==> config.mk <==
export PLATFORM = sky130hd
export DESIGN_NAME = systolic_writeback_flat
export DESIGN_NICKNAME = d
export VERILOG_FILES = /design/src/rtl/systolic_writeback_if.sv /design/src/rtl/systolic_writeback.sv /design/src/flat_wrapper.sv
export SDC_FILE = /design/constraint.sdc
export NUM_CORES = 2
export LEC_CHECK = 0
export CORE_UTILIZATION = 35
export DETAILED_ROUTE_END_ITERATION = 8
export DONT_BUFFER_PORTS = 1
export GPL_TIMING_DRIVEN = 0
export HOLD_SLACK_MARGIN = 0.03
export PLACE_DENSITY = 0.53
export SETUP_SLACK_MARGIN = 0.02
export SKIP_CTS_REPAIR_TIMING = 1
export SLEW_MARGIN = 20
export SYNTH_ARGS = -nofsm -noshare
export SYNTH_HDL_FRONTEND = slang
export SYNTH_HIERARCHICAL = 1
export SYNTH_SLANG_ARGS = --single-unit
export TNS_END_PERCENT = 20
==> constraint.sdc <==
create_clock -name clk -period 7.2 [get_ports clk]
set_input_delay 0.72 -clock clk [delete_from_list [all_inputs] [get_ports clk]]
set_output_delay 0.72 -clock clk [all_outputs]
set_load 0.05 [all_outputs]
==> src/rtl/systolic_writeback_if.sv <==
// Bundle between the writeback stage and its neighbours: tile request/status,
// the diagonal-select/outcome path to the systolic array, and the output SRAM write port.
interface systolic_writeback_if #(
  parameter int ARRAY_SIZE      = 16,
  parameter int OUTCOME_WIDTH   = 21,
  parameter int SRAM_DATA_WIDTH = 32,
  parameter int ADDR_WIDTH      = 10
);
  logic                                start;
  logic [ADDR_WIDTH-1:0]               base_addr;
  logic [3:0]                          shift;
  logic                                relu_en;
  logic [ARRAY_SIZE*OUTCOME_WIDTH-1:0] mul_outcome;
  logic [5:0]                          matrix_index;
  logic                                sram_wen;
  logic [ADDR_WIDTH-1:0]               sram_waddr;
  logic [SRAM_DATA_WIDTH-1:0]          sram_wdata0;
  logic [SRAM_DATA_WIDTH-1:0]          sram_wdata1;
  logic [SRAM_DATA_WIDTH-1:0]          sram_wdata2;
  logic [SRAM_DATA_WIDTH-1:0]          sram_wdata3;
  logic                                busy;
  logic                                done;

  modport slave (
    input  start, base_addr, shift, relu_en, mul_outcome,
    output matrix_index, sram_wen, sram_waddr,
           sram_wdata0, sram_wdata1, sram_wdata2, sram_wdata3, busy, done
  );

  modport master (
    output start, base_addr, shift, relu_en, mul_outcome,
    input  matrix_index, sram_wen, sram_waddr,
           sram_wdata0, sram_wdata1, sram_wdata2, sram_wdata3, busy, done
  );
endinterface

==> src/rtl/systolic_writeback.sv <==
// Systolic array output stage: sweeps the 16 diagonals, quantizes each 21-bit lane
// to 8 bits (round, shift, saturate, optional ReLU) and writes 4 packed words per diagonal.

module sw_lane_quant #(
  parameter int OUTCOME_WIDTH = 21,
  parameter int DATA_WIDTH    = 8
) (
  input  logic signed [OUTCOME_WIDTH-1:0] x,
  input  logic [3:0]                      shift,
  input  logic                            relu_en,
  output logic [DATA_WIDTH-1:0]           q
);
  localparam int RW = OUTCOME_WIDTH + 1;
  localparam logic signed [RW-1:0] QMAX = RW'((1 << (DATA_WIDTH-1)) - 1);
  localparam logic signed [RW-1:0] QMIN = ~QMAX;

  logic [RW-1:0]        rnd;
  logic signed [RW-1:0] r;
  logic signed [RW-1:0] y;

  always_comb begin
    // half-LSB rounding constant; collapses to 0 when shift is 0
    rnd = (RW'(1) << shift) >> 1;
    r   = $signed({x[OUTCOME_WIDTH-1], x}) + $signed(rnd);
    y   = r >>> shift;
    if (y > QMAX)      q = QMAX[DATA_WIDTH-1:0];
    else if (y < QMIN) q = QMIN[DATA_WIDTH-1:0];
    else               q = y[DATA_WIDTH-1:0];
    if (relu_en && q[DATA_WIDTH-1]) q = '0;
  end
endmodule

module systolic_writeback #(
  parameter int ARRAY_SIZE      = 16,
  parameter int DATA_WIDTH      = 8,
  parameter int OUTCOME_WIDTH   = 21,
  parameter int SRAM_DATA_WIDTH = 32,
  parameter int ADDR_WIDTH      = 10
) (
  input  logic                 clk,
  input  logic                 srstn,
  systolic_writeback_if.slave  bus
);
  localparam int STAGES         = 2;
  localparam int IDX_W          = $clog2(ARRAY_SIZE);
  localparam int LANES_PER_WORD = SRAM_DATA_WIDTH / DATA_WIDTH;
  localparam int NUM_WORDS      = ARRAY_SIZE / LANES_PER_WORD;

  typedef enum logic [1:0] {IDLE, SWEEP, DRAIN} state_t;

  state_t                                      state, state_nxt;
  logic                                        accept;
  logic [IDX_W-1:0]                            idx;
  logic                                        drain_cnt;
  logic                                        done_q;
  logic [ADDR_WIDTH-1:0]                       base_q;
  logic [3:0]                                  shift_q;
  logic                                        relu_q;
  logic [STAGES:1]                             vld_pipe;
  logic [ARRAY_SIZE-1:0][OUTCOME_WIDTH-1:0]    cap_data;
  logic [IDX_W-1:0]                            cap_idx;
  logic [ARRAY_SIZE-1:0][DATA_WIDTH-1:0]       q;
  logic [NUM_WORDS-1:0][SRAM_DATA_WIDTH-1:0]   packed_w;
  logic [NUM_WORDS-1:0][SRAM_DATA_WIDTH-1:0]   wdata;
  logic [ADDR_WIDTH-1:0]                       waddr;

  always_comb begin
    state_nxt = state;
    accept    = 1'b0;
    case (state)
      IDLE:  if (bus.start) begin
               accept    = 1'b1;
               state_nxt = SWEEP;
             end
      SWEEP: if (idx == IDX_W'(ARRAY_SIZE-1)) state_nxt = DRAIN;
      DRAIN: if (drain_cnt) state_nxt = IDLE;
      default: state_nxt = IDLE;
    endcase
  end

  always_ff @(posedge clk or negedge srstn) begin
    if (!srstn) state <= IDLE;
    else        state <= state_nxt;
  end

  // Sweep counter holds its last value (ARRAY_SIZE-1) until the next tile.
  always_ff @(posedge clk or negedge srstn) begin
    if (!srstn) begin
      idx       <= '0;
      drain_cnt <= 1'b0;
      done_q    <= 1'b0;
      base_q    <= '0;
      shift_q   <= '0;
      relu_q    <= 1'b0;
    end else begin
      if (accept) begin
        idx     <= '0;
        base_q  <= bus.base_addr;
        shift_q <= bus.shift;
        relu_q  <= bus.relu_en;
      end else if (state == SWEEP && idx != IDX_W'(ARRAY_SIZE-1)) begin
        idx <= idx + IDX_W'(1);
      end
      drain_cnt <= (state == DRAIN) ? ~drain_cnt : 1'b0;
      done_q    <= (state == DRAIN) && drain_cnt;
    end
  end

  always_ff @(posedge clk or negedge srstn) begin
    if (!srstn) begin
      vld_pipe <= '0;
      cap_data <= '0;
      cap_idx  <= '0;
      wdata    <= '0;
      waddr    <= '0;
    end else begin
      vld_pipe <= {vld_pipe[STAGES-1:1], state == SWEEP};
      if (state == SWEEP) begin
        cap_data <= bus.mul_outcome;
        cap_idx  <= idx;
      end
      // address and data hold between writes
      if (vld_pipe[1]) begin
        wdata <= packed_w;
        waddr <= base_q + ADDR_WIDTH'(cap_idx);
      end
    end
  end

  for (genvar i = 0; i < ARRAY_SIZE; i++) begin : g_lane
    sw_lane_quant #(
      .OUTCOME_WIDTH (OUTCOME_WIDTH),
      .DATA_WIDTH    (DATA_WIDTH)
    ) u_lane (
      .x       (cap_data[i]),
      .shift   (shift_q),
      .relu_en (relu_q),
      .q       (q[i])
    );
  end

  // lowest-numbered lane lands in the most significant byte of its word
  for (genvar w = 0; w < NUM_WORDS; w++) begin : g_word
    for (genvar b = 0; b < LANES_PER_WORD; b++) begin : g_byte
      assign packed_w[w][SRAM_DATA_WIDTH-1-DATA_WIDTH*b -: DATA_WIDTH] = q[LANES_PER_WORD*w + b];
    end
  end

  assign bus.matrix_index = {{(6-IDX_W){1'b0}}, idx};
  assign bus.sram_wen     = vld_pipe[STAGES];
  assign bus.sram_waddr   = waddr;
  assign bus.sram_wdata0  = wdata[0];
  assign bus.sram_wdata1  = wdata[1];
  assign bus.sram_wdata2  = wdata[2];
  assign bus.sram_wdata3  = wdata[3];
  assign bus.busy         = (state != IDLE);
  assign bus.done         = done_q;
endmodule

==> src/flat_wrapper.sv <==
// flat-port wrapper written by rule: the top's interface ports become plain ports
module systolic_writeback_flat 
#(
  parameter int ARRAY_SIZE      = 16,
  parameter int DATA_WIDTH      = 8,
  parameter int OUTCOME_WIDTH   = 21,
  parameter int SRAM_DATA_WIDTH = 32,
  parameter int ADDR_WIDTH      = 10
)
  (clk, srstn, bus_start, bus_base_addr, bus_shift, bus_relu_en, bus_mul_outcome, bus_matrix_index, bus_sram_wen, bus_sram_waddr, bus_sram_wdata0, bus_sram_wdata1, bus_sram_wdata2, bus_sram_wdata3, bus_busy, bus_done);
  systolic_writeback_if #(.ARRAY_SIZE(ARRAY_SIZE), .OUTCOME_WIDTH(OUTCOME_WIDTH), .SRAM_DATA_WIDTH(SRAM_DATA_WIDTH), .ADDR_WIDTH(ADDR_WIDTH)) bus_i ();
  input  logic clk;
  input  logic srstn;
  input wire logic [$bits(bus_i.start)-1:0] bus_start;
  input wire logic [$bits(bus_i.base_addr)-1:0] bus_base_addr;
  input wire logic [$bits(bus_i.shift)-1:0] bus_shift;
  input wire logic [$bits(bus_i.relu_en)-1:0] bus_relu_en;
  input wire logic [$bits(bus_i.mul_outcome)-1:0] bus_mul_outcome;
  output wire logic [$bits(bus_i.matrix_index)-1:0] bus_matrix_index;
  output wire logic [$bits(bus_i.sram_wen)-1:0] bus_sram_wen;
  output wire logic [$bits(bus_i.sram_waddr)-1:0] bus_sram_waddr;
  output wire logic [$bits(bus_i.sram_wdata0)-1:0] bus_sram_wdata0;
  output wire logic [$bits(bus_i.sram_wdata1)-1:0] bus_sram_wdata1;
  output wire logic [$bits(bus_i.sram_wdata2)-1:0] bus_sram_wdata2;
  output wire logic [$bits(bus_i.sram_wdata3)-1:0] bus_sram_wdata3;
  output wire logic [$bits(bus_i.busy)-1:0] bus_busy;
  output wire logic [$bits(bus_i.done)-1:0] bus_done;
  assign bus_i.start = bus_start;
  assign bus_i.base_addr = bus_base_addr;
  assign bus_i.shift = bus_shift;
  assign bus_i.relu_en = bus_relu_en;
  assign bus_i.mul_outcome = bus_mul_outcome;
  assign bus_matrix_index = bus_i.matrix_index;
  assign bus_sram_wen = bus_i.sram_wen;
  assign bus_sram_waddr = bus_i.sram_waddr;
  assign bus_sram_wdata0 = bus_i.sram_wdata0;
  assign bus_sram_wdata1 = bus_i.sram_wdata1;
  assign bus_sram_wdata2 = bus_i.sram_wdata2;
  assign bus_sram_wdata3 = bus_i.sram_wdata3;
  assign bus_busy = bus_i.busy;
  assign bus_done = bus_i.done;
  systolic_writeback #(.ARRAY_SIZE(ARRAY_SIZE), .DATA_WIDTH(DATA_WIDTH), .OUTCOME_WIDTH(OUTCOME_WIDTH), .SRAM_DATA_WIDTH(SRAM_DATA_WIDTH), .ADDR_WIDTH(ADDR_WIDTH)) u_core (.clk(clk), .srstn(srstn), .bus(bus_i));
endmodule
==> summary.txt <==
Outcome
  • Run status: finished clean

Global route
  • Largest net degree at the start of global routing: 504
  • Wire length of the first global-routing pass: 409.3 mm
  • GRT Util Overall: 0.2698
  • Vias in the first global route: 67330
  • Total gr overflow: 0
  • Initial antenna violation count: 31

Floorplanning
  • Row count: 159
  • Die Span X: 436.5 µm
  • Boundary pin count: 501
  • Die ar.: 190500 µm²
  • Core ar.: 187600 µm²
  • Starting density of the core: 0.3521
  • Chip Height: 436.5 µm

Yosys
  • Synth Area in Compound Gates: 0.3263
  • Sequential share of the synthesized area: 0.1905
  • Synth unique cells: 137
  • Fraction of registers with async set/reset: 1.000
  • Synthesized-area fraction occupied by adder cells: 0.05155
  • EDFF count, synth: 0
  • Synth area leader: dfrtp_1
  • Syn Area/Cell: 7.470 µm²
  • XOR/XNOR Fraction of Synth Area: 0.02879
  • Synth Area in Simple Gates: 0.2655
  • Largest family of logic cells by synthesized area: compound AO/OA/AOI/OAI gates
  • Synth Flop Type: dfrtp_1
  • Main area contributors after synthesis: dfrtp_1 19%, nand2_1 9.9%, nor2_1 4.7%
  • Yosys warnings: 6
  • Area share of the largest cell type after synthesis: 0.1905
  • Synthesized flop and latch total: 503
  • Cell Area, Synth: 66060 µm²
  • Post-synthesis mux area share: 0.07964
  • Syn Inst Count: 8844

Detailed routing
  • DR vias/cell: 6.223
  • Routed via count: 71540
  • Final ANT Viol Nets: 0
  • DRC Markers: 0
  • Detailed Route Iter0 Violations: 7121
  • Total Routed Length: 269.9 mm
  • Detailed Routing Iterations Pass 1: 8
  • Wire per inst: 23.48 µm

Layout
  • Final core utilization: 0.3839
  • Leading cell types in the layout, fill and taps excluded: 1740 x nand2_1, 829 x nor2_1, 498 x dfrtp_1
  • Most common library cell in the layout ignoring fill and taps: nand2_1
  • Multi-input gate area: 49750 µm²
  • Fill cells: 19730
  • Area delta synth->final: 9.008%
  • Register area: 12610 µm²
  • Share of cells above drive strength 1: 0.1258
  • Fin cells: 11500
  • Final Cell Area: 72010 µm²
  • Layout net count: 9546

Placement
  • DP HPWL: 209.0 mm
  • Placed instance area: 69370 µm²
  • GP Congestion: 0.9817
  • Placed Cells: 11350
  • Buffers added on ports: 0

Critical path
  • Crit Path Class: flop to flop
  • Critical path fanouts, max: 10
  • CP Data Required Time: 7.87 ns
  • Crit start category: flop
  • Reg2Reg Setup Slack: 0.20 ns
  • Crit path capture type: flop
  • Worst EP arrival: 7.67 ns

Clocking
  • TritonCTS clock tree: yes
  • Clk buf depth: 3
  • Clk root buf: clkbuf_16
  • Clock slew at reported path FFs: 0.06 ns
  • Clk_lat worst skew: 0.73 ns
  • CTS H-tree depth: 3
  • Num Clock Sinks: 503
  • Clock buffer count from CTS: 70

STA
  • Layout Skew: 0.02547 ns
  • Worst slew pin tran: 1.126 ns
  • Fin Hold WS: 0.1001 ns
  • Max Clk Rate: 142.8 MHz
  • Fin crit period: 7.004 ns
  • Setup-failing EPs final: 0
  • Slew Limit Headroom: 0.2302
  • RSZ-0062 raised after global routing: yes
  • Fin crit share: 0.9728
  • Max-slew violations: 0
  • Final hold vios: 0

Hold path
  • Worst hold path type: input port to flop

Run
  • Max_cap viols: 0
[final timing paths]
path / startpoint / to / cells after the start
worst max-delay path: u_core/shift_q[2]$_DFFE_PN0P_ / u_core/bus.sram_wdata0[11]$_DFFE_PN0P_ / 18
worst min-delay path: bus_mul_outcome[273] / u_core/cap_data[273]$_DFFE_PN0N_ / 2
worst max register to register: u_core/shift_q[2]$_DFFE_PN0P_ / u_core/bus.sram_wdata0[11]$_DFFE_PN0P_ / 18
worst min register to register: u_core/drain_cnt$_DFF_PN0_ / u_core/drain_cnt$_DFF_PN0_ / 1
max in group asynchronous: srstn / u_core/base_q[9]$_DFFE_PN0P_ / 4
min in group asynchronous: srstn / u_core/cap_data[85]$_DFFE_PN0N_ / 1
[routing by layer]
metal / vias up / track usage / wire (µm)
met2: 2852 / 0.4307 / 121900
met3: 562 / 0.03862 / 18240
met5: - / 0 / 48
met1: 34580 / 0.3550 / 116100
li1: 33530 / - / -
met4: 8 / 0.1323 / 13580
[kinds of logic (layout without fill, tap and decap cells)]
| logic type | after synthesis | in the layout |
|---|---|---|
| buffers and inverters | 838 | 978 |
| flip-flops | 503 | 503 |
| AND/OR/NAND/NOR | 3766 | 3766 |
| other | 1 | 17 |
| multiplexers | 447 | 447 |
| XOR/XNOR | 206 | 206 |
| adder cells (fa/ha/maj) | 262 | 262 |
| AO/OA/AOI/OAI | 2821 | 2821 |
[critical path: stages (launching register included)]
cell and delay, ns:
dfrtp_4 0.63, clkbuf_1 0.34, clkbuf_1 0.44, clkbuf_1 0.38
buf_1 0.44, nor3_1 0.10, ha_1 0.24, fa_1 0.42
a21o_1 0.25, a221o_1 0.40, a32o_1 0.26, a211oi_2 0.49
o22ai_1 0.14, a221oi_1 0.61, nand2_1 0.20, a211oi_1 0.39
a31oi_2 0.26, o211ai_1 0.64, mux2_2 0.27
[final cells by class]
cell class                 instances  area share
clock inverter                    33    0.005438
timing repair buffer              13    0.004344
sequential                       503      0.1750
inverter                         199     0.01037
multi-input combinational       7504      0.6909
buffer                           639     0.04262
antenna                           15   0.0005212
tap                             2495     0.04335
clock buffer                      94     0.02743
[synth_stat cells, types with 99 or more instances]
cell and count:
a21oi_1 464, or3_1 104, nand2_1 1740, inv_1 182, o21a_1 99, a211oi_1 193, clkbuf_1 277, nand3_1 180
o22ai_1 116, nor3_1 197, nor2_1 829, a22oi_1 99, ha_1 245, dfrtp_1 503, buf_2 195, nand4_1 205
mux2_2 205, xnor2_1 129, a21o_1 172, o211ai_1 214, mux2i_1 190, o21ai_0 373
[through the flow]
stage                     worst slack [ns]  TNS [ns]
after global routing              -0.03786  -0.05344
after floorplan                      1.382         0
after global placement              -2.048   -166.56
after CTS                         -0.01996  -0.07787
after detailed placement           0.03960         0
final                               0.1959         0
[flip-flops by register name, summed over array words and instances (netlist names), 10 cells and up]
name and count:
u_core/bus.sram_wdata1 32, u_core/bus.sram_waddr 10, u_core/cap_data 336, u_core/bus.sram_wdata2 32, u_core/bus.sram_wdata3 32, u_core/bus.sram_wdata0 32
u_core/base_q 10
Power is not shown: default switching activity piles up to over one toggle a cycle in this logic, so the estimate is an artifact.
